==> config.mk <==
export PLATFORM = sky130hd
export DESIGN_NAME = sprite_row_serializer
export DESIGN_NICKNAME = d
export VERILOG_FILES = /design/src/rtl/sprite_pkg.sv /design/src/rtl/sprite_row_serializer.sv
export SDC_FILE = /design/constraint.sdc
export NUM_CORES = 1
export LEC_CHECK = 0
export ABC_AREA = 1
export ABC_CLOCK_PERIOD_IN_PS = 1500
export BUFFER_PORTS_ARGS = -buffer_cell sky130_fd_sc_hd__buf_2
export CAP_MARGIN = 15
export CORE_UTILIZATION = 49
export DETAILED_ROUTE_END_ITERATION = 6
export PLACE_DENSITY = 0.77
export SETUP_SLACK_MARGIN = 0.4
export SYNTH_ARGS = -nofsm -noshare
export SYNTH_HDL_FRONTEND = slang
export SYNTH_SLANG_ARGS = --single-unit
==> constraint.sdc <==
create_clock -name clk -period 1.5 [get_ports clk]
set_input_delay 0.075 -clock clk [delete_from_list [all_inputs] [get_ports clk]]
set_output_delay 0.075 -clock clk [all_outputs]
set_load 0.02 [all_outputs]
==> src/rtl/sprite_pkg.sv <==
// Shared types and constants for the sprite row serializer: FSM state encoding,
// rows per sprite and the pixel-counter width.
package sprite_pkg;

  localparam int SPRITE_DATA_WIDTH = 96;
  localparam int ROWS_PER_SPRITE   = 96;
  localparam int CNT_W             = $clog2(SPRITE_DATA_WIDTH);

  typedef enum logic [1:0] {
    ST_IDLE  = 2'd0,
    ST_FETCH = 2'd1,
    ST_LOAD  = 2'd2,
    ST_SHIFT = 2'd3
  } sprite_state_e;

endpackage

==> src/rtl/sprite_row_serializer.sv <==
// Fetches one 96-pixel sprite row from a registered-read ROM and streams it out
// one pixel per valid/ready handshake. Optional macro SPRITE_MIRROR_EN adds req_mirror.
module sprite_row_serializer
  import sprite_pkg::*;
#(
  parameter int DATA_WIDTH  = SPRITE_DATA_WIDTH,
  parameter int ADDR_WIDTH  = 12,
  parameter int SPRITE_ID_W = 5,
  parameter int ROW_W       = 7
) (
  input  logic                   clk,
  input  logic                   rst_n,
  input  logic                   req_valid,
  output logic                   req_ready,
  input  logic [SPRITE_ID_W-1:0] req_sprite,
  input  logic [ROW_W-1:0]       req_row,
  output logic [ADDR_WIDTH-1:0]  rom_addr,
  input  logic [DATA_WIDTH-1:0]  rom_q,
  output logic                   pix_valid,
  input  logic                   pix_ready,
  output logic                   pix_data,
  output logic                   pix_last,
`ifdef SPRITE_MIRROR_EN
  input  logic                   req_mirror,
`endif
  output logic                   row_err
);

  // Handshakes: a transfer happens on a rising edge where valid && ready are both 1;
  // valid never depends on ready, and data/last hold while valid && !ready.

  localparam logic [ROW_W-1:0] MAX_ROW = ROW_W'(ROWS_PER_SPRITE - 1);

  sprite_state_e          state;
  logic [DATA_WIDTH-1:0]  shreg;
  logic [CNT_W-1:0]       cnt;
  logic                   accept;
  logic                   fire;
  logic                   row_oob;
  logic [ROW_W-1:0]       row_clamped;
  logic [ADDR_WIDTH-1:0]  addr_next;
  logic                   pix_bit;

  assign req_ready   = (state == ST_IDLE);
  assign accept      = req_valid && req_ready;
  assign pix_valid   = (state == ST_SHIFT);
  assign fire        = pix_valid && pix_ready;
  assign row_oob     = (req_row > MAX_ROW);
  assign row_clamped = row_oob ? MAX_ROW : req_row;
  assign addr_next   = ADDR_WIDTH'(req_sprite) * ADDR_WIDTH'(ROWS_PER_SPRITE)
                     + ADDR_WIDTH'(row_clamped);

`ifdef SPRITE_MIRROR_EN
  logic mirror_q;
  assign pix_bit = mirror_q ? shreg[0] : shreg[DATA_WIDTH-1];
`else
  assign pix_bit = shreg[DATA_WIDTH-1];
`endif

  assign pix_data = pix_valid && pix_bit;
  assign pix_last = pix_valid && (cnt == '0);

  always_ff @(posedge clk or negedge rst_n) begin
    if (!rst_n) begin
      state    <= ST_IDLE;
      rom_addr <= '0;
      shreg    <= '0;
      cnt      <= '0;
      row_err  <= 1'b0;
`ifdef SPRITE_MIRROR_EN
      mirror_q <= 1'b0;
`endif
    end else begin
      case (state)
        ST_IDLE: begin
          if (accept) begin
            rom_addr <= addr_next;
            if (row_oob) row_err <= 1'b1;
`ifdef SPRITE_MIRROR_EN
            mirror_q <= req_mirror;
`endif
            state <= ST_FETCH;
          end
        end
        // ROM samples rom_addr on this edge; its output is valid during LOAD.
        ST_FETCH: state <= ST_LOAD;
        ST_LOAD: begin
          shreg <= rom_q;
          cnt   <= CNT_W'(DATA_WIDTH - 1);
          state <= ST_SHIFT;
        end
        ST_SHIFT: begin
          if (fire) begin
`ifdef SPRITE_MIRROR_EN
            shreg <= mirror_q ? (shreg >> 1) : (shreg << 1);
`else
            shreg <= shreg << 1;
`endif
            cnt <= cnt - 1'b1;
            if (cnt == '0) state <= ST_IDLE;
          end
        end
        default: state <= ST_IDLE;
      endcase
    end
  end

endmodule

== After elaboration in Yosys (flattened, before gate mapping) ==
Cells that the tools add are included.

* RAM bits: 0
* Input port bits: 112
* Memory bits (read-only): 0
* Output and inout bits: 17
* Memories: 0
* Bits in latches: 0
* Word-level logic and storage cells: 35
* Register bits: 118

* $lt $le $gt $ge: 1
* Bitwise gates (word level): 0
* Add/sub/neg operators: 2
* Equality and inequality tests: 6
* Reduce and logical (&&, ||, !) cells: 11
* Shift-type cells: 0
* Mux-type cells: 9
* $mul: 1
* Div/mod/pow operators: 0

{| class="wikitable"
|+ Operators with widths
! cell !! count
|-
| one-hot mux 96 bit (2 select lines) || 1
|-
| 2-to-1 mux 96 bit || 1
|-
| 2-to-1 mux 7 bit || 2
|-
| one-hot mux 7 bit (2 select lines) || 1
|-
| adder 12 x 7 -> 12 bit || 1
|-
| one-hot mux 2 bit (4 select lines) || 1
|-
| > comparator 7 bit (second input constant) || 1
|-
| logical NOT 7 bit || 1
|-
| multiplier 5 x 2 -> 7 bit (second input constant) || 1
|-
| subtractor 7 x 1 -> 7 bit (second input constant) || 1
|-
| 2-to-1 mux 2 bit || 3
|-
| inequality test 2 x 1 -> 1 bit (second input constant) || 3
|-
| AND reduction 3 bit || 2
|-
| == test 2 bit (second input constant) || 2
|-
| logical AND 1 bit || 4
|-
| AND reduction 2 bit || 2
|-
| == test 2 x 1 -> 1 bit (second input constant) || 1
|-
| logical NOT 2 bit || 1
|-
| nonzero test 2 bit || 1
|}

== Logic depth before layout (Yosys ltp) ==
Gate-level depths: netlist of the first run.

* Depth in word-level cells: 4
* Gate-level depth with buffers: 12
* Gate-level depth less buffers: 12

== Worst setup path before layout of the first run ==
Ideal clock, no wire load.

* Path type: reg2reg
* Start: register state[1]
* End: register shreg[44]
* Period minus slack after synthesis: 1.582 ns
* Arrival: 1.462 ns
* Required time: 1.381 ns
* Stages on the path, launching flop included: 8
* Path buffers: 2
* Setup time: 0.119 ns
* Path slack: -0.082 ns
* Path through: dfrtp_1 -> ha_1 -> o21ai_2 -> inv_2 -> buf_6 -> buf_6 -> o22ai_1 -> nor2_1

* Word-level cells in the longest chain between the ends: 4
* Elaborated cells between the ends (all ways): 7
* Classes of those cells: 3 x eq/ne; 1 x mux; 3 x reduce/logical

{| class="wikitable"
|+ Ends and longest elaborated chain
! element !! line !! source
|-
| start, declared || sprite_row_serializer.sv:34 || <nowiki>sprite_state_e state;</nowiki>
|-
| start signal, assigned || sprite_row_serializer.sv:65 || <nowiki>state <= ST_IDLE;</nowiki>
|-
| start signal, assigned || sprite_row_serializer.sv:82 || <nowiki>state <= ST_FETCH;</nowiki>
|-
| start signal, assigned || sprite_row_serializer.sv:86 || <nowiki>ST_FETCH: state <= ST_LOAD;</nowiki>
|-
| == test 2 bit (*) || sprite_row_serializer.sv:46 || <nowiki>assign pix_valid = (state == ST_SHIFT);</nowiki>
|-
| via pix_valid || sprite_row_serializer.sv:19 || <nowiki>output logic pix_valid,</nowiki>
|-
| logical AND 1 bit || sprite_row_serializer.sv:47 || <nowiki>assign fire = pix_valid && pix_ready;</nowiki>
|-
| inequality test 2 x 1 -> 1 bit (no source line) || n/a ||
|-
| AND reduction 2 bit (no source line) || n/a ||
|-
| end signal, assigned || sprite_row_serializer.sv:88 || <nowiki>shreg <= rom_q;</nowiki>
|-
| end signal, assigned || sprite_row_serializer.sv:97 || <nowiki>shreg <= shreg << 1;</nowiki>
|-
| end, declared || sprite_row_serializer.sv:35 || <nowiki>logic [DATA_WIDTH-1:0] shreg;</nowiki>
|}

The timed path passes the listed nets; every way through them passes the cells marked *.
A chain may end at the register's enable or synchronous reset.

== Worst setup path after layout of the first run ==
* Start: register cnt[1]
* End: register cnt[4]

* Word-level cells in the longest chain between the ends: 3

{| class="wikitable"
|+ Ends and longest elaborated chain
! element !! line !! source
|-
| start, declared || sprite_row_serializer.sv:36 || <nowiki>logic [CNT_W-1:0] cnt;</nowiki>
|-
| start signal, assigned || sprite_row_serializer.sv:89 || <nowiki>cnt <= CNT_W'(DATA_WIDTH - 1);</nowiki>
|-
| start signal, assigned || sprite_row_serializer.sv:99 || <nowiki>cnt <= cnt - 1'b1;</nowiki>
|-
| subtractor 7 x 1 -> 7 bit || sprite_row_serializer.sv:99 ||
|-
| 2-to-1 mux 7 bit || sprite_row_serializer.sv:93 || <nowiki>if (fire) begin</nowiki>
|-
| one-hot mux 7 bit (2 select lines) || sprite_row_serializer.sv:74 || <nowiki>case (state)</nowiki>
|}

Every way passes these cells. The select of a mux whose other input is x is not followed.

==> metrics.md, run 1 <==
| Metric | Value |
|---|---|
| LEAKAGE | `between 4 and 5 nW` |
| Critical path launch point | `cnt[1]` |
| Die ar. | `11620 um2` |
| DPL Wire Length | `8214 um` |
| Worst Tran Pin Value | `0.4658 ns` |
| Maximum clock rate | `565.1 MHz` |
| Pin count of the biggest net entering global routing | `53` |
| Status | `complete, but fails checks` |
| VDD IR max | `approximately 1.4 mV` |
| Die width | `about 110 um` |
| Nets | `1044` |
| Final setup fails | `107` |
| H-tree Lvls | `4` |
| Area Growth Syn to Fin | `88.75%` |
| Starting Density | `50.38%` |
| Number of buffers created by CTS | `17` |
| Slew headroom | `68.94%` |
| Wl on met1 | `8597 um` |
| Setup TNS | `-14.17 ns` |
| DRC errors left | `0` |
| Worst Path Required | `1.91 ns` |
| Routed length per instance | `~25 um` |
| Layout cells sized above 1 | `about 47%` |
| Library cells used by synthesis | `24` |
| Mean Syn Cell Area | `between 9 and 10 um2` |
| Wire length on met3 | `2559 um` |
| Final WS setup | `-0.2696 ns` |
| RR Startpoint | `cnt[1]` |
| Vias in the first global route | `6218` |
| Hold Crit Class | `in2async` |
| Mapped Area | `5485 um2` |
| 1st-iter DRT viols | `around 760` |
| Vias | `6648` |
| Period utilization | `118.0%` |
| Die Y | `between 100 and 150 um` |
| CP arrival | `2.18 ns` |
| Worst-Skew Late Latency | `0.56 ns` |
| Final hold vios | `0` |
| Crit path max fanout | `3` |
| Mapped Cells | `602` |
| Antenna violations before repair | `1` |
| Final ANT Viol Nets | `0` |
| Max Buffers Root-to-Sink | `2` |
| Post-place instance area | `roughly 6500 um2` |
| Post-synthesis register bit count | `118` |
| Grt total ovfl | `0` |
| DR top layer | `met4` |
| Crit. End Element | `flop` |
| TritonCTS clock tree | `yes` |
| # rows | `38` |
| Register area share after synthesis | `53.83%` |
| Total track usage | `35.94%` |
| Minimum clock period | `1.770 ns` |
| Pwr dens | `2347 nW/um2` |
| Clock-pin slew on the worst setup and hold paths | `around 0.070 ns` |
| FILL cells | `around 260` |
| TritonCTS Sinks | `118` |
| Syn nets | `between 700 and 800` |
| First-pass GRT wire length | `31080 um` |
| Crit start category | `flop` |
| Drt pass-1 iters | `5` |
| Failing checks | `setup timing` |
| Placeable Area | `10890 um2` |
| CTS root buffer | `clkbuf_8` |
| Fin Hold WS | `~0.043 ns` |
| PortBufs | `~130` |
| Clock Skew | `around 0.015 ns` |
| Final slew viol count | `0` |
| Vias per cell | `6.207` |
| RSZ-0062 raised after global routing | `true` |
| Met2 Wirelength | `13270 um` |
| CP Class | `reg2reg` |
| Num ports | `129` |
| End-of-flow core utilization | `95.09%` |
| Yosys warns | `0` |
| Final instance area | `10350 um2` |
| Final Wtd Congestion | `0.7643` |
| Maxcap violations | `0` |
| Total Wirelength | `26610 um` |
state kept, by name (all words and copies together), names as in the netlist:
name      flops
cnt           7
row_err       1
shreg        96
state         2
rom_addr     12
metal layers:
layer  vias to the layer above  GRT usage, %
met3                       228         10.29
met1                      3175         38.10
li1                       2678             -
met5                         -             0
met4                         0         18.59
met2                       567         64.42
logic make-up (layout without fill, tap and decap cells):
kind of cell | Yosys count | in the layout | synth area share, %
flip-flops | 118 | 118 | 53.83
XOR/XNOR | 1 | 1 | 0.1597
adder cells (fa/ha/maj) | 15 | 15 | 3.695
AO/OA/AOI/OAI | 122 | 122 | 16.88
other | 0 | 1 | 0
buffers and inverters | 69 | 395 | 5.862
AND/OR/NAND/NOR | 277 | 279 | 19.57
report_power, final:
group	internal, mW	total (mW)	switching, mW	leakage, nW
logic	7.22	14.2	6.96	2.96
registers	4.62	6.06	1.43	1.26
clock network	2.40	4.06	1.66	0.266
cells in the final DEF (no fill, tap or decap), types with 7 or more instances in the layout:
| cell type | n |
|---|---|
| nor2_1 | 177 |
| dfrtp_1 | 115 |
| buf_2 | 110 |
| dlygate4sd3_1 | 107 |
| o22ai_2 | 69 |
| buf_6 | 39 |
| nand2_1 | 33 |
| buf_4 | 29 |
| clkbuf_16 | 28 |
| o22ai_4 | 26 |
| nor2_2 | 25 |
| inv_1 | 24 |
| nand3_1 | 14 |
| buf_12 | 14 |
| buf_16 | 12 |
| o21ai_2 | 10 |
| inv_2 | 7 |
| nand2_2 | 7 |
| ha_1 | 7 |
repair_timing:
action | CTS | global route
cloned | 9 | 16
pin swaps | 14 | 31
hold endpoints to repair | 228 | 0
endpoints found under the setup margin | 135 | 135
resized for setup | 162 | 134
setup buffers | 25 | 21
hold buffers | 107 | 0
worst paths after layout:
| path | endpoint | slack, ns | cells past startpoint |
|---|---|---|---|
| max reg2reg | cnt[4] | -0.27 | 11 |
| max in group asynchronous | shreg[53] | 0.81 | 3 |
| max | cnt[4] | -0.27 | 11 |
| min in group clk | rom_addr[3] | 0.07 | 4 |
| min | shreg[64] | 0.04 | 2 |
| min reg2reg | rom_addr[1] | 0.52 | 2 |
worst max-delay path: stages (launching register included):
cell and delay (ns):
dfrtp_1 0.41, inv_2 0.10, buf_6 0.10, buf_6 0.08
buf_6 0.08, buf_6 0.10, ha_4 0.14, inv_4 0.04
nor3_4 0.23, inv_2 0.10, o21ai_2 0.12, nand3_1 0.12
synth_stat cells:
master / count / area (um2)
o21ai_2: 1 / 8.760
nand2_2: 1 / 6.260
nor3_1: 1 / 5.000
o22ai_2: 30 / 375.4
ha_1: 13 / 162.7
inv_2: 1 / 3.750
clkbuf_1: 10 / 37.54
nand2_1: 47 / 176.4
inv_1: 35 / 131.4
xor2_1: 1 / 8.760
buf_6: 5 / 56.30
dfrtp_1: 118 / 2953
buf_4: 1 / 7.510
o21ai_1: 1 / 5.000
a22oi_1: 1 / 7.510
buf_2: 17 / 85.08
fa_1: 2 / 40.04
nor2_1: 207 / 777.0
o21ai_0: 15 / 75.07
o22ai_1: 65 / 406.6
nand3_1: 18 / 90.09
a21oi_1: 8 / 40.04
o31ai_1: 1 / 7.510
nand4_1: 3 / 18.77
per-stage QoR:
step / power [mW] / setup WS (ns) / std cells
after global routing: 25.04 / -0.3742 / 1071
after floorplan: 9.738 / 0.07138 / 602
after CTS: 19.13 / -0.1636 / 1033
final: 24.30 / -0.2696 / 1071
after global placement: 11.01 / 0.006113 / 860
after detailed placement: 11.31 / -0.03056 / 860
layout make-up:
class,count,area [um2],area share (%)
Clock buffer,19,431.7,4.169
Inverter,36,157.7,1.523
Tap cell,140,175.2,1.692
Antenna cell,1,2.502,0.02417
Timing Repair inverter,1,20.02,0.1934
Sequential cell,118,2957,28.56
Timing Repair Buffer,326,3234,31.24
Clock inverter,13,131.4,1.269
Multi-Input combinational cell,417,3244,31.34
Note: power is estimated with default switching activity, not from simulation.
==> run 2: changes to the inputs <==
CTS_BUF_LIST = sky130_fd_sc_hd__clkbuf_16   (was unset)
==> run 2 against run 1 <==
  * Maximum frequency increased by 12%
  * Worst setup slack improved by 0.18 ns
  * The run still ends with setup timing left
  * Sequential share of layout area increased by 6.8 points
  * Highest routed layer unchanged
  * Power decreased by 34%
  * Sequential cell count unchanged
==> metrics.md, run 2 (synthesis results as in run 1) <==
| Metric | Value |
|---|---|
| Status | `complete, but fails checks` |
| Failing checks | `setup timing` |
| Num ports | `129 (unchanged)` |
| Maxcap violations | `0 (unchanged)` |
| Vias | `5261 (-21%)` |
| Layout cells sized above 1 | `30.09% (-17 points)` |
| Number of buffers created by CTS | `17 (unchanged)` |
| PortBufs | `128 (unchanged)` |
| Multi-input logic area | `2421 um2 (-25%)` |
| Die Y | `107.8 um (unchanged)` |
| Pwr dens | `1932 nW/um2 (-18%)` |
| R2R setup slack | `-0.09 ns (+0.18 ns)` |
| Grt total ovfl | `0 (unchanged)` |
| Minimum clock period | `1.586 ns (-0.1836 ns)` |
| Crit. End Element | `flop` |
| Period utilization | `105.7% (-12 points)` |
| FILL cells | `716 (+180%)` |
| Antenna Diode Count | `0 (-1)` |
| Commonest cells after routing, fill and taps aside | `nor2_1 (204), buf_2 (123), dfrtp_1 (117)` |
| Leading cell type in the layout, fill and taps excluded | `nor2_1` |
| CP max-delay cell | `dfrtp_2` |
| Maximum clock rate | `630.5 MHz (+12%)` |
| Hold Crit Class | `in2reg` |
| RSZ-0062 raised after global routing | `true` |
| Final WS setup | `-0.08604 ns (+0.1836 ns)` |
| H-tree Lvls | `4 (unchanged)` |
| Clock-pin slew on the worst setup and hold paths | `0.05 ns (-0.02 ns)` |
| Total track usage | `27.68% (-8.3 points)` |
| Max reg flops | `96 (unchanged)` |
| CP Cell Sequence | `ha_4, o21ai_4, clkinv_4, buf_12, o22ai_1, nor2_1` |
| Slew headroom | `71.73% (+2.8 points)` |
| Worst-Skew Late Latency | `0.42 ns (-0.14 ns)` |
| Nets | `978 (-6.3%)` |
| Area Growth Syn to Fin | `52.17%` |
| Post-place instance area | `6482 um2 (unchanged)` |
| Final hold vios | `0 (unchanged)` |
| TritonCTS clock tree | `yes` |
| Final slew viol count | `0 (unchanged)` |
| Clock Skew | `0.01229 ns (-0.002906 ns)` |
| Worst Tran Pin Value | `0.4240 ns (-0.04184 ns)` |
| Antenna violations before repair | `0 (-1)` |
| CP arrival | `1.89 ns (-0.29 ns)` |
| Max Buffers Root-to-Sink | `2 (unchanged)` |
| CP Class | `reg2reg` |
| First-pass GRT wire length | `24700 um (-21%)` |
| Critical Path Max Stage Delay | `0.45 ns (+0.04 ns)` |
| Worst Path Required | `1.80 ns (-0.11 ns)` |
| Drt pass-1 iters | `6 (+1)` |
| Crit start category | `flop` |
| # rows | `38 (unchanged)` |
| CP bufs+invs | `2 (-5)` |
| VDD IR max | `1.161 mV (-17%)` |
| LEAKAGE | `3.761 nW (-16%)` |
| Final instance area | `8347 um2 (-19%)` |
| Total Wirelength | `15390 um (-42%)` |
| Crit path max fanout | `47 (+44)` |
| End-of-flow core utilization | `76.66% (-18 points)` |
| TritonCTS Sinks | `118 (unchanged)` |
| 1st-iter DRT viols | `319 (-58%)` |
| DPL Wire Length | `8214 um (unchanged)` |
| Fin Hold WS | `0.01361 ns (-0.02987 ns)` |
| Largest registers | `shreg: 96 flops, rom_addr: 12 flops, cnt: 7 flops` |
| CP top delay family | `flip-flops` |
| Final ANT Viol Nets | `0 (unchanged)` |
| Reg with most FFs | `shreg` |
| Starting Density | `50.38% (unchanged)` |
| Final setup fails | `91 (-15%)` |
| Vias in the first global route | `5487 (-12%)` |
| Pin count of the biggest net entering global routing | `53 (unchanged)` |
| Routed length per instance | `15.32 um (-38%)` |
| Final Wtd Congestion | `0.7643 (unchanged)` |
| Placeable Area | `10890 um2 (unchanged)` |
| Die width | `107.8 um (unchanged)` |
| Register area | `2954 um2 (about the same)` |
| Die ar. | `11620 um2 (unchanged)` |
| Vias per cell | `5.240 (-16%)` |
| CTS root buffer | `clkbuf_16` |
| DRC errors left | `0 (unchanged)` |
==> run 2: cell count changes in the layout (fill, tap and decap cells not counted), moves of 12 or more <==
cell / before / now
nor2_2: 25 / 3
o22ai_4: 26 / 0
nor2_1: 177 / 204
buf_2: 110 / 123
buf_16: 12 / 0
nand2_1: 33 / 45
o22ai_1: 0 / 54
buf_6: 39 / 6
o22ai_2: 69 / 41
==> run 2: per-stage QoR <==
stage               worst slack [ns]  power (mW)  TNS, ns  cells
floorplan                    0.07138       9.738        0    602
global placement            0.006113       11.01        0    860
detailed placement          -0.03056       11.31  -0.4605    860
CTS                         -0.03862       15.80  -0.2663   1004
global route                 -0.1527       17.12   -9.876   1004
finish                      -0.08604       16.13   -3.009   1004
==> run 2: what timing repair did <==
item	CTS	global route
buffers inserted	9	0
endpoints found under the hold margin	177	0
endpoints found under the setup margin	122	122
gates cloned	1	0
resized for setup	28	21
hold buffers	102	0
pin swaps	4	3
==> run 2: worst paths after layout <==
kind                                  from          end  depth (start not counted)
max in group asynchronous            rst_n    shreg[48]                          3
min in group asynchronous            rst_n     shreg[8]                          2
worst min register to register     row_err      row_err                          2
worst max-delay path              state[1]    shreg[84]                          6
worst max register to register    state[1]    shreg[84]                          6
worst min-delay path            req_row[5]  rom_addr[2]                          3
==> run 2: per-layer routing <==
layer	vias to the layer above	GRT usage [%]	wire [um]
li1	2526	-	-
met1	2528	32.15	6308
met2	165	48.21	7945
met3	42	6.598	689
met4	0	12.62	442
met5	-	0	0
==> run 2: cell type report <==
cell class              instances  area share [%]
clock inverters                15           1.664
well taps                     140           2.099
flip-flops and latches        118           35.39
clock buffers                  17           5.097
inverters                      36           1.709
multi-input cells             415           29.01
repair buffers                263           25.03
==> run 2: worst reg2reg max path, cell delays in order, from the launching register on <==
cell      delay [ns]
dfrtp_2         0.45
ha_4            0.21
o21ai_4         0.25
clkinv_4        0.12
buf_12          0.20
o22ai_1         0.18
nor2_1          0.07
==> run 2: power breakdown <==
group,internal [mW],total (mW),switching [mW]
registers,4.62,5.55,0.924
clock network,2.41,3.85,1.44
logic,2.98,6.74,3.75
total,10.0,16.1,6.12
==> run 3: changes to the inputs <==
REMOVE_ABC_BUFFERS = 1   (was unset)
==> run 3 against run 2 <==
  * The run still ends with setup timing left
  * Register-to-register slack worse by 0.24 ns
  * Combinational power grew 81%
  * Sequential power increased by 7.9%
  * Global-route usage increased by 10 points
  * Maximum frequency is 13% lower
  * Via count is 20% higher
  * Power increased by 38%
  * Final area increased by 18%
  * Final cell count rose by 4.5%
  * Die area unchanged
  * Non-clock buffer count up 42
  * Sequential share of layout area down 5.3 points
  * Critical endpoint is now shreg[83]
  * Largest cell class is now multi-input combinational cells
  * Highest routed layer is now met5
==> metrics.md, run 3 (synthesis results as in run 1) <==
| Metric | Value |
|---|---|
| Nets | `1022 (+4.5%)` |
| Grt total ovfl | `0 (unchanged)` |
| Leading cell type in the layout, fill and taps excluded | `nor2_1` |
| Die ar. | `11620 um2 (unchanged)` |
| Worst Path Required | `1.79 ns (about the same)` |
| Total Wirelength | `24410 um (+59%)` |
| PortBufs | `128 (unchanged)` |
| VDD IR max | `1.354 mV (+17%)` |
| Register area | `2954 um2 (unchanged)` |
| CP Class | `reg2reg` |
| Max Buffers Root-to-Sink | `2 (unchanged)` |
| Hold Crit Class | `in2reg` |
| Pin count of the biggest net entering global routing | `52 (-1.9%)` |
| Starting Density | `50.38% (unchanged)` |
| Failing checks | `setup timing` |
| Area Growth Syn to Fin | `78.88%` |
| Vias per cell | `6.010 (+15%)` |
| CP arrival | `2.12 ns (+0.23 ns)` |
| Final ANT Viol Nets | `0 (unchanged)` |
| Pre-CTS setup slack | `-0.1997 ns (-0.1691 ns)` |
| Die Y | `107.8 um (unchanged)` |
| Clock Skew | `0.009062 ns (-0.003228 ns)` |
| Final Wtd Congestion | `0.8251 (+8.0%)` |
| Number of buffers created by CTS | `17 (unchanged)` |
| Largest registers | `shreg: 96 flops, rom_addr: 12 flops, cnt: 7 flops` |
| DRC errors left | `0 (unchanged)` |
| Tot Pwr | `22.20 mW (+38%)` |
| FILL cells | `428 (-40%)` |
| TritonCTS Sinks | `118 (unchanged)` |
| Commonest cells after routing, fill and taps aside | `nor2_1 (166), buf_2 (123), dfrtp_1 (117)` |
| Slew headroom | `68.58% (-3.2 points)` |
| Placed Instances | `863 (+0.35%)` |
| Routed length per instance | `23.27 um (+52%)` |
| Final hold vios | `0 (unchanged)` |
| Num ports | `129 (unchanged)` |
| # rows | `38 (unchanged)` |
| Layout cells sized above 1 | `44.87% (+15 points)` |
| Max reg flops | `96 (unchanged)` |
| RSZ-0062 raised after global routing | `true` |
| Pwr dens | `2263 nW/um2 (+17%)` |
| Total track usage | `37.78% (+10 points)` |
| Vias | `6304 (+20%)` |
| LEAKAGE | `4.285 nW (+14%)` |
| Clock-pin slew on the worst setup and hold paths | `0.05 ns (about the same)` |
| Reg with most FFs | `shreg` |
| Crit path max fanout | `13 (-72%)` |
| Minimum clock period | `1.830 ns (+0.2435 ns)` |
| Antenna violations before repair | `0 (unchanged)` |
| Placeable Area | `10890 um2 (unchanged)` |
| Final setup fails | `118 (+30%)` |
| TritonCTS clock tree | `yes` |
| Non-filler cells, final | `1049 (+4.5%)` |
| Vias in the first global route | `6533 (+19%)` |
| Final WS setup | `-0.3295 ns (-0.2435 ns)` |
| H-tree Lvls | `4 (unchanged)` |
| Worst-Skew Late Latency | `0.43 ns (about the same)` |
| First-pass GRT wire length | `32400 um (+31%)` |
| Crit. End Element | `flop` |
| Period utilization | `122.0% (+16 points)` |
| Maxcap violations | `0 (unchanged)` |
| DPL Wire Length | `8750 um (+6.5%)` |
| Die width | `107.8 um (unchanged)` |
| Multi-input logic area | `3092 um2 (+28%)` |
| End-of-flow core utilization | `90.12% (+13 points)` |
| Crit start category | `flop` |
| CTS root buffer | `clkbuf_16` |
| Final slew viol count | `0 (unchanged)` |
| Maximum clock rate | `546.6 MHz (-13%)` |
| Worst Tran Pin Value | `0.4714 ns (+0.04736 ns)` |
| Status | `complete, but fails checks` |
| Drt pass-1 iters | `5 (-1)` |
| 1st-iter DRT viols | `537 (+68%)` |
==> run 3: path summary, 6_finish.rpt <==
kind	start	endpoint	slack, ns	cells past startpoint
max	state[0]	shreg[83]	-0.33	8
min	req_valid	state[1]	0.06	4
max reg2reg	state[0]	shreg[83]	-0.33	8
min reg2reg	row_err	row_err	0.49	2
max in group asynchronous	rst_n	state[1]	0.65	3
min in group asynchronous	rst_n	shreg[22]	0.17	2
==> run 3: metrics by stage <==
| stage | area, um2 | hold slack [ns] | TNS, ns |
|---|---|---|---|
| 5_1_grt | 9807 | 0.07427 | -19.24 |
| 6_report | 9812 | 0.06492 | -14.83 |
| 4_1_cts | 9338 | 0.04483 | -5.640 |
| 2_1_floorplan | 5299 | -0.2206 | -106.32 |
| 3_5_place_dp | 6426 | 0.05215 | -13.99 |
| 3_3_place_gp | 6426 | 0.04530 | -6.944 |
==> run 3: critical path, stage by stage, from the launching register on <==
cell and delay, ns:
dfrtp_1 0.44, inv_2 0.09, ha_4 0.17, o21ai_4 0.19, clkinv_4 0.13, buf_4 0.18, buf_16 0.16, o22ai_4 0.21
nor2_1 0.12
==> run 3: report_power, final <==
part,switching (mW),total (mW),internal [mW]
Sequential,1.37,5.99,4.62
Clock,1.50,4.05,2.55
Combinational,6.20,12.2,5.96
Total,9.06,22.2,13.1
==> run 3: routing by layer <==
metal | global-route usage [%] | part of all wire, % | vias to the layer above
met2 | 66.85 | 52 | 423
li1 | - | - | 2619
met3 | 9.806 | 7.3 | 177
met4 | 26.61 | 7.7 | 2
met1 | 38.61 | 33 | 3083
met5 | 0 | 0.14 | -
==> run 3: what timing repair did <==
action / 4_1_cts / 5_1_grt
pin swaps: 11 / 11
gates resized for setup: 164 / 80
hold buffers: 103 / 0
buffers inserted: 21 / 10
cloned: 16 / 3
setup endpoints to repair: 122 / 122
hold endpoints to repair: 168 / 0
==> run 3: final cells by class <==
class	instances	area share (%)
Antenna cell	2	0.05101
Inverter	36	1.556
Tap cell	140	1.785
Clock inverter	14	1.454
Timing Repair inverter	1	0.07651
Multi-Input combinational cell	416	31.51
Clock buffer	17	4.336
Sequential cell	118	30.11
Timing Repair Buffer	305	29.13
